==> src/rtl/dispensador_billetes.sv <==
// Bill-dispense sequencer: splits an order greedily into four denominations and
// hands bills to the cash mechanism one at a time over a READY/STB/ACK handshake.
module dispensador_billetes #(
  parameter int unsigned DENOM0    = 20000,
  parameter int unsigned DENOM1    = 10000,
  parameter int unsigned DENOM2    = 5000,
  parameter int unsigned DENOM3    = 1000,
  parameter int unsigned MAX_MONTO = 500000,
  parameter int unsigned TIMEOUT   = 1000
) (
  input  logic        clk_i,
  input  logic        rst_ni,
  input  logic        entregar_dinero_i,
  input  logic [31:0] monto_i,
  input  logic        mech_ready_i,
  input  logic        mech_ack_i,
  output logic        billete_stb_o,
  output logic [1:0]  billete_denom_o,
  output logic        dispensando_o,
  output logic        dispenso_completo_o,
  output logic        error_monto_o,
  output logic        error_mecanismo_o,
  output logic [7:0]  contador_billetes_o
);

  localparam int unsigned TW = $clog2(TIMEOUT + 1);

  typedef enum logic [2:0] {
    IDLE, CHECK, SELECT, ISSUE, WAIT_READY, DONE, FAULT
  } state_e;

  state_e        state_q, state_d;
  logic [31:0]   remaining_q, remaining_d;
  logic [TW-1:0] timer_q, timer_d;
  logic [1:0]    denom_q, denom_d;
  logic [7:0]    contador_q, contador_d;
  logic          stbHeld_q, stbHeld_d;
  logic          errMonto_q, errMonto_d;

  logic          stb;
  logic          montoInvalid;
  logic          timerExpired;
  logic [31:0]   denomValue;

  always_ff @(posedge clk_i or negedge rst_ni) begin
    if (!rst_ni) begin
      state_q     <= IDLE;
      remaining_q <= '0;
      timer_q     <= '0;
      denom_q     <= 2'd0;
      contador_q  <= 8'd0;
      stbHeld_q   <= 1'b0;
      errMonto_q  <= 1'b0;
    end else begin
      state_q     <= state_d;
      remaining_q <= remaining_d;
      timer_q     <= timer_d;
      denom_q     <= denom_d;
      contador_q  <= contador_d;
      stbHeld_q   <= stbHeld_d;
      errMonto_q  <= errMonto_d;
    end
  end

  always_comb begin
    denomValue = DENOM3;
    unique case (denom_q)
      2'd0:    denomValue = DENOM0;
      2'd1:    denomValue = DENOM1;
      2'd2:    denomValue = DENOM2;
      default: denomValue = DENOM3;
    endcase
  end

  assign montoInvalid = (remaining_q == 32'd0) || (remaining_q > MAX_MONTO) ||
                        ((remaining_q % DENOM3) != 32'd0);
  assign timerExpired = (timer_q == TW'(TIMEOUT - 1));

  always_comb begin
    state_d     = state_q;
    remaining_d = remaining_q;
    timer_d     = timer_q;
    denom_d     = denom_q;
    contador_d  = contador_q;
    stbHeld_d   = 1'b0;
    errMonto_d  = 1'b0;
    stb         = 1'b0;
    unique case (state_q)
      IDLE: begin
        if (entregar_dinero_i) begin
          remaining_d = monto_i;
          contador_d  = 8'd0;
          state_d     = CHECK;
        end
      end
      CHECK: begin
        if (montoInvalid) begin
          errMonto_d = 1'b1;
          state_d    = IDLE;
        end else begin
          state_d = SELECT;
        end
      end
      SELECT: begin
        if (remaining_q >= DENOM0)      denom_d = 2'd0;
        else if (remaining_q >= DENOM1) denom_d = 2'd1;
        else if (remaining_q >= DENOM2) denom_d = 2'd2;
        else                            denom_d = 2'd3;
        timer_d = '0;
        state_d = ISSUE;
      end
      ISSUE: begin
        // Once raised, the strobe stays up even if READY drops before the ACK.
        stb = mech_ready_i || stbHeld_q;
        if (stb && mech_ack_i) begin
          remaining_d = remaining_q - denomValue;
          contador_d  = (contador_q == 8'hFF) ? contador_q : contador_q + 8'd1;
          timer_d     = '0;
          state_d     = WAIT_READY;
        end else begin
          stbHeld_d = stb;
          if (timerExpired) state_d = FAULT;
          else              timer_d = timer_q + 1'b1;
        end
      end
      WAIT_READY: begin
        if (mech_ready_i) begin
          state_d = (remaining_q == 32'd0) ? DONE : SELECT;
        end else if (timerExpired) begin
          state_d = FAULT;
        end else begin
          timer_d = timer_q + 1'b1;
        end
      end
      DONE:    state_d = IDLE;
      FAULT:   state_d = FAULT;
      default: state_d = IDLE;
    endcase
  end

  assign billete_stb_o       = stb;
  assign billete_denom_o     = denom_q;
  assign dispensando_o       = (state_q != IDLE) && (state_q != DONE);
  assign dispenso_completo_o = (state_q == DONE);
  assign error_monto_o       = errMonto_q;
  assign error_mecanismo_o   = (state_q == FAULT);
  assign contador_billetes_o = contador_q;

endmodule

==> config.mk <==
export PLATFORM = sky130hd
export DESIGN_NAME = dispensador_billetes
export DESIGN_NICKNAME = d
export VERILOG_FILES = /design/src/rtl/dispensador_billetes.sv
export SDC_FILE = /design/constraint.sdc
export NUM_CORES = 1
export LEC_CHECK = 0
export ABC_AREA = 1
export CORE_MARGIN = 5
export CORE_UTILIZATION = 35
export CTS_CLUSTER_DIAMETER = 200
export DETAILED_ROUTE_END_ITERATION = 6
export GPL_TIMING_DRIVEN = 0
export HOLD_SLACK_MARGIN = 0.02
export PLACE_DENSITY = 0.58
export SYNTH_ARGS = -nofsm -noshare
export SYNTH_HDL_FRONTEND = slang
export SYNTH_SLANG_ARGS = --single-unit
==> constraint.sdc <==
create_clock -name clk_i -period 10.2 [get_ports clk_i]
set_input_delay 1.53 -clock clk_i [delete_from_list [all_inputs] [get_ports clk_i]]
set_output_delay 1.53 -clock clk_i [all_outputs]
set_load 0.02 [all_outputs]
**Word-level counts from Yosys, hierarchy flattened**

Cells that the tools add are included.

- Output and inout port bits: 15
- Input bits: 37
- Logic and storage cells: 72
- Register bits: 57

- Equality and inequality tests: 15
- Reduce and logical (&&, ||, !) cells: 15
- Add/subtract/negate cells: 3
- Divide/modulo/power cells: 1
- $lt $le $gt $ge: 4
- Multiplexer cells: 27

Operators by type and width:

| kind | number |
|---|---|
| $mux W32 | 2 |
| $pmux W32 S2 | 1 |
| $pmux W15 S3 | 1 |
| $ge A32 B13 Y1 const B | 1 |
| $ge A32 B14 Y1 const B | 1 |
| $ge A32 B15 Y1 const B | 1 |
| $gt A32 B19 Y1 const B | 1 |
| $logic_not A32 Y1 | 1 |
| $mod A32 B10 Y32 const B | 1 |
| $reduce_bool A32 Y1 | 1 |
| $sub A32 B32 Y32 | 1 |
| $mux W10 | 3 |
| $pmux W10 S3 | 1 |
| $mux W8 | 3 |
| $pmux W3 S6 | 1 |
| $pmux W8 S2 | 1 |
| $mux W3 | 5 |
| $add A10 B1 Y10 const B | 1 |
| $eq A10 B10 Y1 const B | 1 |
| $eq A3 B3 Y1 const B | 3 |
| $add A8 B1 Y8 const B | 1 |
| $eq A8 B8 Y1 const B | 1 |
| $ne A2 B2 Y1 const B | 4 |
| $eq A3 B2 Y1 const B | 2 |
| 15 further kinds | 26 |

**Longest topological paths before layout**

- Word-level depth: 5
- Mapped depth: 140
- Mapped depth without buffers: 140

**Least setup slack after synthesis**

Ideal clock, no wire load.

- Path kind: register to register
- Start: reg remaining_q[26]
- End: reg state_q[1]
- Arrival time: 11.043 ns
- Required time: 10.083 ns
- Clock period less this slack: 11.160 ns
- Slack: -0.960 ns
- Buffers on the path: 0
- Library setup time: 0.117 ns
- Cell stages (with the launch flop): 123
- Path through: dfrtp_1 > inv_1 > nand2_2 > nand3_4 > nand2_2 > nor2_2 > nand4_4 > nand2_4 > nand2_2 > nand2_2 > inv_2 > nand2_4 > inv_2 > nand2_2 > nand3_1 > nand2_1 > inv_2 > nand2_2 > (+87 left out) > inv_2 > nand2_4 > nand2_4 > nand2_2 > nand2_2 > nand2_2 > o21ai_1 > nand2_1 > clkinv_2 > nand2_1 > nor2_1 > nand2_1 > nand2_1 > nand2_1 > nand3_1 > nor2_1 > nand3_1 > nand2_1

- Word-level cells in the longest chain between the ends: 5
- Elaborated cells between the ends (all ways): 10
- Classes of those cells: div (1); order compare (1); mux (4); reduce/logical (4)

Ends and longest elaborated chain:

| item | RTL line | RTL |
|---|---|---|
| start: declaration | 33 | `logic [31:0] remaining_q, remaining_d;` |
| start signal: assignment | 56 | `remaining_q <= remaining_d;` |
| $mod A32 B10 Y32 (tied with other cells) | 76 | `((remaining_q % DENOM3) != 32'd0);` |
| $reduce_bool A32 Y1 / $logic_or A1 B1 Y1 (equally long branches) | 76, 75 |  |
| $logic_or A1 B1 Y1 | 75 | `assign montoInvalid = (remaining_q == 32'd0) \|\| (remaining_q > MAX_MONTO) \|\|` |
| $mux W2 | 97 | `if (montoInvalid) begin` |
| $pmux W3 S6 (*) | 88 | `unique case (state_q)` |
| end signal: assignment | 55 | `state_q <= state_d;` |
| end: declaration | 32 | `state_e state_q, state_d;` |

Every way passes the cells marked *; elsewhere a longest branch is shown, timed or not.
A chain may end at the register's enable or synchronous reset.

**Worst setup path in the final report**

Same ends and word-level chain as after synthesis.

==> results.tsv <==
stage	metric	value	unit
layout	antenna_cells	0	
synthesis	synthTopCellsByArea	dfrtp_1 14%, nand2_1 11%, inv_1 8.1%, nand2_2 7.2%, nand3_1 6.9%	
timing	slew-limit-headroom	44.57	%
timing	rsz0062_at_grt	true	
setup_path	cp.required	10480	ps
synthesis	yosysUniqueCellTypes	66	
timing	final_max_slew_viol_count	0	
synthesis	ys_seq_elements	57	
layout	syn_to_final_growth	28.23	%
floorplan	start_util	35.26	%
cts	cts-root-buf	clkbuf_16	
setup_path	crit_end	state_q[1]	
cts	clkTransAtPathRegs	60	ps
cts	cts_sinks	57	
cts	worstSkewPairLatency	340	ps
timing	finalWorstSetupSlack	-2446	ps
layout	drive_gt1_share	34.81	%
synthesis	yosysTopAreaCell	dfrtp_1	
floorplan	die_y	179.6	um
timing	clock.fmax	79.08	MHz
routing	drt_wl_total	27270	um
global_route	grt_pass1_wl	44820	um
cts	cts_buffers	9	
min_path	hold_depth	2	
synthesis	yosys_warnings	0	
cts	htree_levels	3	
run_status	status	complete, but fails checks	
job	maxCapViolCount	0	
synthesis	synth_edf_count	0	
timing	tightest_slew	828.3	ps
cts	clockBufferDepth	2	
synthesis	synth_top_cell_area_share	14.17	%
timing	fin_setup_tns	-4864	ps
synthesis	syn_inst	1590	
floorplan	ios	52	
routing	drcViolationCount	0	
timing	setup_viol	2	
synthesis	async_flop_share	100.0	%
setup_path	crit_type	register to register	
setup_path	cp-end-kind	register	
setup_path	cp.arrival	12920	ps
global_route	grt_max_degree	58	
setup_path	cp_common_cell	nand2_4	
setup_path	reg2reg_to	state_q[1]	
routing	drtPass1Iterations	5	
global_route	track_usage	15.94	%
cts	tritoncts	built	
run_status	violations	negative setup slack	
place	gp_congestion	0.8549	
floorplan	num_rows	62	
place	portBuffers	51	
place	pre_cts_ws	-2634	ps
synthesis	synth_ff_type	dfrtp_1	
routing	vias	10340	
synthesis	synth_area_per_cell	6.330	um2
global_route	antenna_found_initial	0	
min_path	hp-class	register to register	
floorplan	core-area	28550	um2
timing	hold_viol	0	
setup_path	r2r-start	remaining_q[26]	
setup_path	critPathMaxStageDelay	390	ps
synthesis	seq_area_frac_synth	14.17	%
routing	ant_nets	0	
synthesis	syn_nets	1646	
setup_path	cp-start-kind	register	
setup_path	rrSetupSlack	-2450	ps
setup_path	path_max_fanout	9	
routing	vias_per_cell	4.881	
timing	min_period_over_period	124.0	%
global_route	grt_pass1_vias	9713	
routing	drt_iter0_markers	497	
routing	wl_per_cell	12.87	um
timing	period_minus_slack	12650	ps
place	hpwl	21070	um
setup_path	reg2regPathDepth	118	
global_route	grt-ovfl-total	0	
setup_path	worstSetupStartpoint	remaining_q[26]	
setup_path	crit_slowest_cell	dfrtp_1	
floorplan	chipWidth	179.6	um
timing	finalClockSkew	8.696	ps
synthesis	synth_area	10060	um2
floorplan	die_area	32250	um2
layout	layout.nets	1786	
## repair_timing
| item | in CTS | in global routing |
|---|---|---|
| endpoints found under the setup margin | 2 | 2 |
| cloned | 1 | 0 |
| pin swaps | 55 | 88 |
| endpoints found under the hold margin | 0 | 0 |
| setup buffers | 40 | 37 |
| resized for setup | 62 | 130 |
| hold buffers | 0 | 0 |
## critical path, delay by kind of cell, from the launching register on
| kind | cells | cell delay (ps) |
|---|---|---|
| buffers and inverters | 15 | 1230 |
| DFF | 1 | 390 |
| and+or+nand+nor | 97 | 9880 |
| AOI/OAI and AO/OA | 6 | 1040 |
## through the flow
| stage | util [%] | std cells | hold slack (ps) | area (um2) |
|---|---|---|---|---|
| 3_3_place_gp | 39.07 | 2025 | 467.6 | 11150 |
| 5_1_grt | 45.21 | 2119 | 513.1 | 12910 |
| 3_5_place_dp | 39.06 | 2025 | 478.6 | 11150 |
| 6_report | 45.21 | 2119 | 496.6 | 12910 |
| 4_1_cts | 42.10 | 2082 | 496.3 | 12020 |
| 2_1_floorplan | - | 1590 | 449.8 | 10160 |
## final cells by class
cell class              count  area, um2
fillers                  2999      15640
multi-input cells        1227       8314
flip-flops and latches     57       1434
inverters                 289       1134
repair buffers            128       1124
well taps                 384      480.5
clock buffers              10      239.0
plain buffers              18      113.9
clock inverters             6      67.56
## flip-flops by register name (all words and copies together), names as in the netlist
register	flops
billete_denom_o	2
contador_billetes_o	8
error_monto_o	1
remaining_q	32
state_q	3
stbHeld_q	1
timer_q	10
## kinds of logic (layout without fill, tap and decap cells)
family / count (synthesis) / count (layout) / synth area share [%]
simple gates: 921 / 922 / 51.60
buf+inv: 307 / 451 / 12.26
compound gates: 246 / 246 / 15.83
flops: 57 / 57 / 14.17
xor+xnor: 40 / 40 / 3.705
fa+ha+maj: 19 / 19 / 2.437
## metal layers
| layer | vias to the layer above | part of all wire, % | track usage, % |
|---|---|---|---|
| met1 | 4783 | 47 | 21.44 |
| met5 | - | 0 | 0 |
| li1 | 5423 | - | - |
| met3 | 21 | 2.5 | 1.819 |
| met2 | 115 | 49 | 27.94 |
| met4 | 0 | 1.2 | 2.713 |
## worst min path at each step
stage | from | slack (ps) | endpoint
finish | remaining_q[2] | 500 | remaining_q[2]
CTS | remaining_q[2] | 500 | remaining_q[2]
detailed placement | remaining_q[2] | 480 | remaining_q[2]
global placement | remaining_q[1] | 470 | remaining_q[1]
global route | remaining_q[2] | 510 | remaining_q[2]
floorplan | remaining_q[0] | 450 | remaining_q[0]
## cell usage after synthesis, types with 26 or more instances
cell type / instances
inv_1: 216
nor2_2: 26
nor2_1: 142
inv_2: 52
nor3_1: 28
nand2_4: 51
o21ai_0: 64
a21oi_1: 45
xor2_1: 35
nand3_2: 43
dfrtp_1: 57
nand3_1: 138
nand2_1: 304
nand2_2: 116
o21ai_1: 32
## placed cells by master (no fill, tap or decap), types with 30 or more instances in the layout
cell type	instances
nand2_2	125
nand3_2	57
buf_4	78
nand2_1	265
inv_2	52
inv_1	212
nand2_4	79
nor2_4	33
clkdlybuf4s50_1	50
nor2_1	122
nor2_2	30
xor2_1	34
a21oi_1	43
nand3_1	109
o21ai_0	60
dfrtp_1	51
Power is left out: the tool's default activity adds up to more than one toggle a clock period on the data nets, which glitch-free logic cannot reach.
